==> src/rtl/t_struct_word_serializer.sv <==
// Struct-to-word serializer: accepts one packed struct of NW words per handshake
// and streams its elements lowest-first, tagging each beat with index and last.
module t_struct_word_serializer #(
    parameter int NW = 3,
    parameter int DW = 32,
    localparam int IW = (NW > 1) ? $clog2(NW) : 1
) (
    input  logic           clk,
    input  logic           rst_n,
    input  logic           in_valid,
    output logic           in_ready,
    input  logic [NW*DW-1:0] in_data,
    output logic           out_valid,
    input  logic           out_ready,
    output logic [DW-1:0]  out_data,
    output logic [IW-1:0]  out_idx,
    output logic           out_last,
    output logic [31:0]    done_cnt
);

    typedef enum logic {
        IDLE = 1'b0,
        SEND = 1'b1
    } state_e;

    localparam logic [IW-1:0] LastIdx = IW'(NW - 1);

    state_e             state_q, state_d;
    logic [NW*DW-1:0]   shift_q, shift_d;
    logic [IW-1:0]      idx_q, idx_d;
    logic [31:0]        done_q, done_d;

    logic               beatFire;
    logic               beatLast;

    assign out_valid = (state_q == SEND);
    assign beatLast  = (idx_q == LastIdx);
    assign beatFire  = out_valid & out_ready;
    assign out_data  = shift_q[DW-1:0];
    assign out_idx   = idx_q;
    assign out_last  = out_valid & beatLast;
    assign done_cnt  = done_q;

    // Ready in IDLE, or on the cycle the last beat leaves, so a queued struct follows with no bubble.
    assign in_ready  = rst_n & ((state_q == IDLE) | (beatFire & beatLast));

    always_ff @(posedge clk or negedge rst_n) begin
        if (!rst_n) begin
            state_q <= IDLE;
            shift_q <= '0;
            idx_q   <= '0;
            done_q  <= '0;
        end else begin
            state_q <= state_d;
            shift_q <= shift_d;
            idx_q   <= idx_d;
            done_q  <= done_d;
        end
    end

    always_comb begin
        state_d = state_q;
        shift_d = shift_q;
        idx_d   = idx_q;
        done_d  = done_q;

        unique case (state_q)
            IDLE: begin
                if (in_valid && in_ready) begin
                    shift_d = in_data;
                    idx_d   = '0;
                    state_d = SEND;
                end
            end
            SEND: begin
                if (beatFire) begin
                    if (beatLast) begin
                        done_d = done_q + 32'd1;
                        idx_d  = '0;
                        if (in_valid) begin
                            shift_d = in_data;
                            state_d = SEND;
                        end else begin
                            shift_d = '0;
                            state_d = IDLE;
                        end
                    end else begin
                        // Element 0 always sits in the low word, so advancing is a right shift.
                        shift_d = shift_q >> DW;
                        idx_d   = idx_q + IW'(1);
                    end
                end
            end
            default: begin
                state_d = IDLE;
            end
        endcase
    end

endmodule

==> config.mk <==
export PLATFORM = sky130hd
export DESIGN_NAME = t_struct_word_serializer
export DESIGN_NICKNAME = d
export VERILOG_FILES = /design/src/rtl/t_struct_word_serializer.sv
export SDC_FILE = /design/constraint.sdc
export NUM_CORES = 1
export LEC_CHECK = 0
export CORE_MARGIN = 4
export CORE_UTILIZATION = 48
export CTS_CLUSTER_SIZE = 8
export DETAILED_ROUTE_END_ITERATION = 6
export PLACE_DENSITY = 0.81
export SLEW_MARGIN = 20
export SYNTH_ARGS = -nofsm -noshare
export SYNTH_HDL_FRONTEND = slang
export SYNTH_SLANG_ARGS = --single-unit
==> constraint.sdc <==
create_clock -name clk -period 1.91 [get_ports clk]
set_input_delay 0.191 -clock clk [delete_from_list [all_inputs] [get_ports clk]]
set_output_delay 0.191 -clock clk [all_outputs]
set_load 0.01 [all_outputs]
==> results summary <==
The count of flip-flops with a built-in enable after synthesis came out at 0. After synthesis the netlist holds a flip-flop and latch count of 131. The instance area after placement is between 7000 and 8000 um2. The finished layout cell area is ~8000 um2. The worst setup slack after layout is 45.6 ps. TritonCTS built the clock tree. Leaving out filler cells and counting taps, the final layout contains 834. The number of hold violations in the final report is 0.

The worst setup path is launched from a register. The total number of vias came out at 4,699. After detailed routing, the number of vias per cell comes to roughly 5.6.

The pre-CTS setup slack came out at -2.40 ps. The count of input and output buffers came out at 168. The maximum clock rate is 536 MHz.

The longest clock path from root to sink contains 2 buffers. The tree built by TritonCTS fans out to 131 sinks. The via count of the first global-routing pass came out at 4,947. The final-report max-slew violation count is 0. Summed over all cells, the static leakage comes to approximately 3.6 nW. After the first detailed-routing iteration, the DRC count stood at 293. The routed wire length per instance came out at between 15 and 20 um.

The proportion of layout cells with a drive suffix above 1 came out at 0.109. The switching power share of the total came out at 0.316. The count of yosys warnings during synthesis is 0. The final global-route overflow total is 0.

Setup repair after global routing left no endpoint under its margin. Measured on the finished design, the core utilization comes to 0.704. Relative to the synthesized area, the layout overhead comes to 40.9%. The number of antenna violations at the first check in global routing came to 0.

The fraction of power consumed by the clock network is 0.302. For this run, the total global-route usage over all layers was measured as 0.225. The ratio of total power to cell area is 1410 nW/um2.

The cell area after synthesis came out at 5800 um2. The combinational group share of total power came out at 0.320. By area the synthesized netlist is led by sky130_fd_sc_hd__dfrtp_1, sky130_fd_sc_hd__a221oi_1, sky130_fd_sc_hd__nor2_1, sky130_fd_sc_hd__a22o_1, sky130_fd_sc_hd__buf_4.

Data on the critical path is required at its endpoint by between 2000 and 2500 ps. The signal arrival time at the worst endpoint is around 2200 ps. The biggest area contributor in the post-synthesis netlist is sky130_fd_sc_hd__dfrtp_1. The class of the tightest hold or removal check is input pin to async pin. The fraction of registers with async set or reset after synthesis came out at 1.00. The area inside the core boundary came out at about 12,000 um2. The number of antenna repair diodes is 0. Of the total power, registers draw 0.379. The site row count is 39. After synthesis, the mean cell area works out to about 11 um2. On the worst path, the slowest cell contributes a delay of 630 ps. The number of maximum-capacitance constraint violations came out at 0.

The net switching power of the design is 0.00363 W. Setup violations remaining at the end of the flow were counted as 0. The gate count of the mapped netlist is 541. For the final database, setup skew stands at roughly 9.6 ps.

On the critical path, the stage with the largest delay is an instance of sky130_fd_sc_hd__or4_4. Walking the worst path, the cells encountered are nand4_2 -> or4_4 -> nor4_4 -> xor2_1. The die area came out at approximately 14,000 um2.

The sum of routed wire length over all layers is ~15,000 um. The number of distinct standard cells referenced by the synthesized netlist came out at 36. The portion of synthesized cell area occupied by the leading cell type came out at 0.565. For the worst-skew pair, the clock arrives at the later sink with an insertion delay of about 420 ps. The antenna violation net count after detailed routing is 0. The initial standard-cell utilization of the core came out at 0.500. The headroom to the max-slew limit is 0.543. After detailed routing, the number of remaining DRC violations is 0. The maximum net fanout on the critical path is 6. Among all flip-flop cells after synthesis, the most frequent one is sky130_fd_sc_hd__dfrtp_1.

Leaving out fill and tap cells, the most frequent cell in the layout is sky130_fd_sc_hd__clkdlybuf4s50_1. The slew at the pin closest to its max-slew limit is 685 ps. STA classifies the critical path endpoint as a register. The run finished with clean final reports. The number of search-and-repair iterations in the first detailed-routing pass came out at 4. After legalization and detailed placement, the total HPWL measured 10,200 um. The top cell types in the final layout, fill and taps aside, are sky130_fd_sc_hd__clkdlybuf4s50_1, sky130_fd_sc_hd__nor2_1, sky130_fd_sc_hd__dfrtp_1.

The register clock-pin slew on the reported worst setup and hold paths is 50 ps. The internal cell power is 0.00787 W. The share of the Yosys chip area taken by registers is 0.565. The number of I/O pins is ~170. The class of the most critical setup path is register to register. The final critical-path required period came out at 1860 ps. The cell sitting at the root of the clock tree is a sky130_fd_sc_hd__clkbuf_16. The first-pass GRT wire length came out at about 25,000 um.

The total nets after synthesis is 642. The placer congestion estimate is 0.824. Entering global routing, the biggest net connects 116 pins. The number of buffers created by CTS is 17. The net count reported at finish is 779.

The die is approximately 120 um wide. The fraction of the cycle the final worst path needs is 0.976. The chip height is 118 um. The maximum ir drop on the vdd rail is a little under 1 mV. The number of setup buffers added after CTS is 0. The cell count after placement came out at 801. The level count of the clock H-tree came out at 4. The completed layout was analyzed and its total power is 0.0115 W.
[flip-flops by register name, indices dropped and copies added (netlist names)]
signal	flops
out_idx	2
out_valid	1
shift_q	96
done_cnt	32
[layout make-up]
type	instances	area, um2
timing repair buffer	187	1900
multi-input combinational	336	2160
sequential	131	3280
tap	143	179
fill	840	3440
inverter	5	21.3
clock inverter	11	155
clock buffer	21	480
[per-stage QoR]
stage	TNS (ps)	hold slack, ps
finish	0	193
global route	0	182
CTS	0	171
detailed placement	-2.40	45.6
global placement	0	44.2
floorplan	0	-105
[power groups by stage]
stage | clock [W] | sequential (W) | combinational [W]
after global routing | 0.00366 | 0.00447 | 0.00404
after global placement | 0 | 0.00433 | 0.00362
after detailed placement | 0 | 0.00437 | 0.00371
after CTS | 0.00351 | 0.00434 | 0.00373
after floorplan | 0 | 0.00418 | 0.00251
final | 0.00347 | 0.00436 | 0.00368
[synth_stat cells, types with 2 or more instances]
library cell	number
sky130_fd_sc_hd__nand2_1	20
sky130_fd_sc_hd__buf_1	4
sky130_fd_sc_hd__nand4_1	7
sky130_fd_sc_hd__nor4_2	4
sky130_fd_sc_hd__xor2_1	12
sky130_fd_sc_hd__xnor2_1	19
sky130_fd_sc_hd__a221oi_1	64
sky130_fd_sc_hd__o21ai_0	2
sky130_fd_sc_hd__and4_1	3
sky130_fd_sc_hd__a21oi_1	2
sky130_fd_sc_hd__inv_1	5
sky130_fd_sc_hd__and4_2	2
sky130_fd_sc_hd__nand4_2	2
sky130_fd_sc_hd__buf_2	9
sky130_fd_sc_hd__clkbuf_1	23
sky130_fd_sc_hd__and3_1	4
sky130_fd_sc_hd__buf_4	32
sky130_fd_sc_hd__and3_2	2
sky130_fd_sc_hd__nand3_1	11
sky130_fd_sc_hd__nor3_1	4
sky130_fd_sc_hd__nor2_1	132
sky130_fd_sc_hd__a22o_1	32
sky130_fd_sc_hd__nor4_1	3
sky130_fd_sc_hd__dfrtp_1	131
[critical path: cells and delay by family (launching register included)]
kind	cells	cell delay (ps)
flip-flops	1	450
XOR/XNOR	1	200
AND/OR/NAND/NOR	3	1120
[routing by layer]
| metal | global-route usage | wire [um] | vias to the layer above |
|---|---|---|---|
| li1 | - | - | 2188 |
| met1 | 0.273 | 6260 | 2326 |
| met2 | 0.363 | 7350 | 165 |
| met3 | 0.0961 | 1260 | 20 |
| met4 | 0.0777 | 249 | 0 |
| met5 | 0 | 0 | - |
[what timing repair did]
action,4_1_cts,5_1_grt
gates resized for setup,4,4
hold buffers,1,0
hold endpoints to repair,16,0
setup endpoints to repair,2,3
[logic make-up (layout without fill, tap and decap cells)]
logic type,count (synthesis),after routing,share of synthesized area
and+or+nand+nor,200,200,0.161
DFF,131,131,0.565
AOI/OAI and AO/OA,104,104,0.153
buffers and inverters,74,224,0.0718
xor gates and xnor gates,31,31,0.0468
adders and majority gates,1,1,0.00216
[worst paths after layout]
path | from | end | slack [ps] | depth (start not counted)
max reg2reg | done_cnt[17] | done_cnt[31] | 50 | 4
max | done_cnt[17] | done_cnt[31] | 50 | 4
max in group asynchronous | rst_n | shift_q[16] | 860 | 3
min reg2reg | done_cnt[30] | done_cnt[30] | 500 | 1
min | rst_n | shift_q[24] | 190 | 2
min in group clk | in_data[73] | shift_q[73] | 360 | 2
Note: power is estimated with default switching activity, not from simulation.
